<file path="config.mk">
export PLATFORM = sky130hd
export DESIGN_NAME = cordic_angle_sequencer
export DESIGN_NICKNAME = d
export VERILOG_FILES = /design/src/rtl/cordic_angle_sequencer.sv
export SDC_FILE = /design/constraint.sdc
export NUM_CORES = 1
export LEC_CHECK = 0
export ABC_AREA = 1
export BUFFER_PORTS_ARGS = -buffer_cell sky130_fd_sc_hd__buf_2
export CAP_MARGIN = 0
export CORE_ASPECT_RATIO = 0.9
export CORE_UTILIZATION = 68
export CTS_BUF_LIST = sky130_fd_sc_hd__clkbuf_4
export DETAILED_ROUTE_END_ITERATION = 6
export PLACE_DENSITY_LB_ADDON = 0.05
export SYNTH_ARGS = -nofsm -noshare
export SYNTH_HDL_FRONTEND = slang
export SYNTH_SLANG_ARGS = --single-unit
</file>
<file path="constraint.sdc">
create_clock -name clock -period 22.8 [get_ports clock]
set_clock_uncertainty 0.15 [all_clocks]
set_input_delay 4.56 -clock clock [delete_from_list [all_inputs] [get_ports clock]]
set_output_delay 4.56 -clock clock [all_outputs]
set_load 0.005 [all_outputs]
</file>
<file path="src/rtl/cordic_angle_sequencer.sv">
// rtl/cordic_angle_sequencer.sv - degree-sweep sequencer feeding binary angles and latency-matched tags to a CORDIC
//
// Ports:
//   clock, reset      system clock, asynchronous active-high reset
//   cmd_valid/ready   sweep command handshake; ready only while idle
//   cmd_start_deg     first degree of the sweep (0..359)
//   cmd_stop_deg      last degree of the sweep (0..359), wraps through 0 if below start
//   cmd_step_deg      degree increment (1..359)
//   angle/angle_valid binary angle (2^32 = 360 deg) presented to the CORDIC
//   tag_valid/tag_deg degree belonging to the CORDIC output of this cycle
//   busy              sweep in progress (running or draining)
//   done              one-cycle pulse once the last tag has left the pipe
//   cmd_err           one-cycle pulse after an illegal command was rejected
module cordic_angle_sequencer #(
    parameter int CORDIC_LAT    = 16,
    parameter int ANGLE_PER_DEG = 11930465,
    parameter int DEG_W         = 9
) (
    input  logic             clock,
    input  logic             reset,
    input  logic             cmd_valid,
    output logic             cmd_ready,
    input  logic [DEG_W-1:0] cmd_start_deg,
    input  logic [DEG_W-1:0] cmd_stop_deg,
    input  logic [DEG_W-1:0] cmd_step_deg,
    output logic [31:0]      angle,
    output logic             angle_valid,
    output logic             tag_valid,
    output logic [DEG_W-1:0] tag_deg,
    output logic             busy,
    output logic             done,
    output logic             cmd_err
);

    typedef enum logic [1:0] {
        IDLE  = 2'd0,
        RUN   = 2'd1,
        DRAIN = 2'd2
    } state_t;

    localparam logic [DEG_W:0] FULL_TURN = (DEG_W + 1)'(360);
    localparam logic [31:0]    APD       = 32'(ANGLE_PER_DEG);

    state_t state;
    state_t state_nxt;

    logic [DEG_W-1:0] cur;
    logic [DEG_W-1:0] rem;
    logic [DEG_W-1:0] step;
    logic [DEG_W-1:0] angle_deg;

    logic [CORDIC_LAT-1:0] pipe_valid;
    logic [DEG_W-1:0]      pipe_deg [CORDIC_LAT];

    logic             accept;
    logic             cmd_legal;
    logic             last_sample;
    logic             pipe_empty;
    logic [DEG_W:0]   sum;
    logic [DEG_W:0]   span;
    logic [DEG_W-1:0] cur_nxt;
    logic [DEG_W-1:0] span_mod;
    logic [31:0]      prod;

    assign accept    = cmd_valid && cmd_ready;
    assign cmd_legal = ({1'b0, cmd_start_deg} < FULL_TURN) &&
                       ({1'b0, cmd_stop_deg}  < FULL_TURN) &&
                       ({1'b0, cmd_step_deg}  < FULL_TURN) &&
                       (cmd_step_deg != '0);

    // Sweep length modulo 360 without a divider: stop+360-start lies in 1..719,
    // so a single conditional subtract normalises it.
    assign span     = {1'b0, cmd_stop_deg} + FULL_TURN - {1'b0, cmd_start_deg};
    assign span_mod = DEG_W'((span >= FULL_TURN) ? (span - FULL_TURN) : span);

    // Both operands are below 360, so one conditional subtract wraps the sum.
    assign sum     = {1'b0, cur} + {1'b0, step};
    assign cur_nxt = DEG_W'((sum >= FULL_TURN) ? (sum - FULL_TURN) : sum);

    // Only the low 32 bits of the product matter: the angle wraps at one turn.
    assign prod = 32'(cur) * APD;

    assign last_sample = (rem < step);

    // The pipe is empty only once the angle register and every tag stage are idle.
    assign pipe_empty = !angle_valid && (pipe_valid == '0);

    // State register
    always_ff @(posedge clock or posedge reset) begin
        if (reset) begin
            state <= IDLE;
        end else begin
            state <= state_nxt;
        end
    end

    // Next-state logic
    always_comb begin
        state_nxt = state;
        case (state)
            IDLE:    if (accept && cmd_legal) state_nxt = RUN;
            RUN:     if (last_sample)         state_nxt = DRAIN;
            DRAIN:   if (pipe_empty)          state_nxt = IDLE;
            default:                          state_nxt = IDLE;
        endcase
    end

    // Output logic
    always_comb begin
        cmd_ready = 1'b0;
        busy      = 1'b1;
        done      = 1'b0;
        case (state)
            IDLE: begin
                cmd_ready = 1'b1;
                busy      = 1'b0;
            end
            DRAIN:   done = pipe_empty;
            default: ;
        endcase
    end

    // Sweep datapath and angle register
    always_ff @(posedge clock or posedge reset) begin
        if (reset) begin
            cur         <= '0;
            rem         <= '0;
            step        <= '0;
            angle       <= '0;
            angle_valid <= 1'b0;
            angle_deg   <= '0;
            cmd_err     <= 1'b0;
        end else begin
            cmd_err     <= accept && !cmd_legal;
            angle_valid <= (state == RUN);
            if (state == IDLE) begin
                if (accept && cmd_legal) begin
                    cur  <= cmd_start_deg;
                    rem  <= span_mod;
                    step <= cmd_step_deg;
                end
            end else if (state == RUN) begin
                angle     <= prod;
                angle_deg <= cur;
                if (!last_sample) begin
                    rem <= rem - step;
                    cur <= cur_nxt;
                end
            end
        end
    end

    // Tag pipe is fed from the angle register itself, so CORDIC_LAT stages give
    // exactly CORDIC_LAT cycles of delay relative to `angle`.
    always_ff @(posedge clock or posedge reset) begin
        if (reset) begin
            pipe_valid <= '0;
            for (int i = 0; i < CORDIC_LAT; i++) begin
                pipe_deg[i] <= '0;
            end
        end else begin
            pipe_valid  <= {pipe_valid[CORDIC_LAT-2:0], angle_valid};
            pipe_deg[0] <= angle_deg;
            for (int i = 1; i < CORDIC_LAT; i++) begin
                pipe_deg[i] <= pipe_deg[i-1];
            end
        end
    end

    assign tag_valid = pipe_valid[CORDIC_LAT-1];
    assign tag_deg   = pipe_deg[CORDIC_LAT-1];

endmodule

</file>
==> metrics.md <==
| Metric | Value |
|---|---|
| Highest metal used | met4 |
| Total clock sinks | 227 |
| Complex-gate fraction of the synthesized area | 0.0760 |
| Period utilization | 0.303 |
| Worst-path clk slew | 70 ps |
| Most common cell after layout, fill and taps aside | nand2_1 |
| Final Util | 0.771 |
| Post-layout min period | 6900 ps |
| Status | finished, violations left |
| Met2 WL | 10800 um |
| Most frequent cells in the layout | nand2_1 (272), dfrtp_1 (227), inv_1 (197) |
| Clock buffer depth | 3 |
| Largest family of logic cells by synthesized area | simple AND/OR/NAND/NOR gates |
| # setup viols final | 0 |
| Hold Crit Start | pipe_deg[130] |
| Core area | 16300 um^2 |
| Syn Nets | 1366 |
| Post-route ant nets | 0 |
| Average wire per standard cell | 15.4 um |
| Ys Warns | 0 |
| Initial antenna violation count | 1 |
| DR vias | 8388 |
| Post-CTS sizing | 0 |
| Hold Crit Endpoint | pipe_deg[121] |
| R2r setup slk | 18000 ps |
| Max_slew headroom | 0.322 |
| Drt total wl | 24000 um |
| Metal3 WL | 1650 um |
| Failing checks | design-rule violations |
| Worst slew pin tran | 1020 ps |
| Max cap viols | 0 |
| Wl on met1 | 11100 um |
| Mux contribution to synthesized area | 0 |
| Gr ovfl total | 0 |
| Setup CP Type | reg -> out |
| Layout cells sized above 1 | 0.150 |
| Cell Rows | 44 |
| Final Cell Area | 12600 um^2 |
| IO buf count | 76 |
| Ports | 77 |
| Reg2reg start | cur[8] |
| Multi-input gate area | 4800 um^2 |
| Final Max Tran Viols | 0 |
| Critical path peak fanout | 2 |
| DR vias/cell | 5.38 |
| Simple-gate portion of the synthesized area | 0.180 |
| H-tree level count | 2 |
| WP data arrival | 2190 ps |
| Final GP Congestion | 0.908 |
| Vias in the first global route | 8247 |
| Achievable Freq | 0.145 GHz |
| Hold Fails Final Rpt | 0 |
| Synth Instances | 1212 |
| Nets@finish | 1469 |
| Num CTS Buffers | 53 |
| Crit path required time | 18090 ps |
| Pre-CTS setup slack | 15680 ps |
| Die X | 139 um |
| Tot GR Track Use | 0.295 |
| Mean Syn Cell Area | 9.42 um^2 |
| CTS tree | done |
| Worst setup margin | 15900 ps |
| Post-Synth XOR/XNOR Area | 0.00909 |
| Number of fill cells | 1139 |
| Full die area | 17300 um^2 |
| Starting density of the core | 0.701 |
| Die Y | 125 um |
| Largest net degree at the start of global routing | 140 |
| DRC viols | 14 |
| Cell variety after synth | 46 |
| Worst Reg-to-Reg Cells | 18 |
| First-pass GRT wire length | 40000 um |
| Hold buffers post-CTS | 0 |
| Placed Area | 11900 um^2 |
| Setup TNS | 0 ps |
| Initial DRC count | 613 |
| TritonRoute pass-1 iters | 7 |
| CP endpoint kind | output port |
| Adder-cell area share of the yosys netlist | 0.155 |
| Area delta synth->final | 9.97% |
| Post-Syn Area | 11400 um^2 |
| Clk_lat worst skew | 670 ps |
| HP Class | reg -> reg |
| Register area share after synthesis | 0.497 |
| Register area | 5680 um^2 |
| FF+latch count, synth | 227 |
| RSZ-0062 raised after global routing | false |
| Post-CTS Setup Bufs | 0 |
| Type of origin of the critical path | register |
| Reg2reg end | angle[23] |
| DP HPWL | 17600 um |
| Hold Path Cell Cnt | 0 |
| Clk root buf | clkbuf_4 |
-- worst max-delay path by stage --
stage | start | to | cells after the start
after floorplan | reset | angle[0] | 1
final | pipe_valid[3] | done | 5
after CTS | pipe_valid[2] | done | 5
after global routing | pipe_valid[3] | done | 5
after detailed placement | cmd_start_deg[3] | cur[3] | 10
after global placement | cmd_start_deg[3] | cur[3] | 10
-- final cells by class --
cell class	instances	share of cell area
diodes	1	0.000199
repair buffers	78	0.0315
multi-input cells	753	0.382
clock inverters	15	0.00747
flip-flops and latches	227	0.452
inverters	202	0.0611
clock buffers	75	0.0448
well taps	207	0.0206
-- registers in the layout, indices dropped and copies added, names as in the netlist, 2 cells and up --
| register | count |
|---|---|
| tag_deg | 9 |
| rem | 9 |
| step | 9 |
| state | 2 |
| pipe_valid | 16 |
| pipe_deg | 135 |
| cur | 9 |
| angle_deg | 4 |
| angle | 32 |
-- metrics by stage --
stage                     cells  hold slack (ps)
final                      1558              166
after global placement     1467              181
after detailed placement   1467              185
after floorplan            1212              181
after global routing       1558              198
after CTS                  1557              170
-- worst max-delay path, cell delays in order, from the launching register on --
cell     delay (ps)
dfrtp_1         380
or4_1           530
nor3_1          140
nand4_1         170
nor2_1          190
buf_2           140
-- per-layer routing --
layer	GRT usage	up-vias
met4	0.107	0
met5	0	-
li1	-	4097
met2	0.451	312
met1	0.421	3936
met3	0.0620	43
-- cell usage after synthesis (all sizes together) --
master / count / area, um^2
nand2: 285 / 1120
dfrtp: 227 / 5680
inv: 201 / 754
ha: 95 / 1190
nor2: 81 / 334
a21oi: 62 / 344
nand3: 59 / 318
o21ai: 44 / 220
fa: 29 / 581
buf: 24 / 163
nand4: 18 / 119
a31oi: 15 / 93.8
or2: 10 / 62.6
xor2: 9 / 86.3
o211ai: 8 / 65.1
clkbuf: 6 / 22.5
nor3: 6 / 30.0
nor4: 5 / 31.3
o31ai: 5 / 37.5
a21boi: 4 / 30.0
o21bai: 4 / 30.0
a21o: 3 / 22.5
nand3b: 3 / 22.5
and2: 2 / 12.5
xnor2: 2 / 17.5
a211oi: 1 / 7.51
a31o: 1 / 8.76
clkinv: 1 / 5.00
o221ai: 1 / 8.76
or4: 1 / 7.51
-- cells by family after synthesis --
group | after synthesis
fa+ha+maj | 124
simple gates | 470
xor+xnor | 11
flops | 227
compound gates | 148
buf+inv | 232
Power is not shown: default switching activity piles up to over one toggle a cycle in this logic, so the estimate is an artifact.
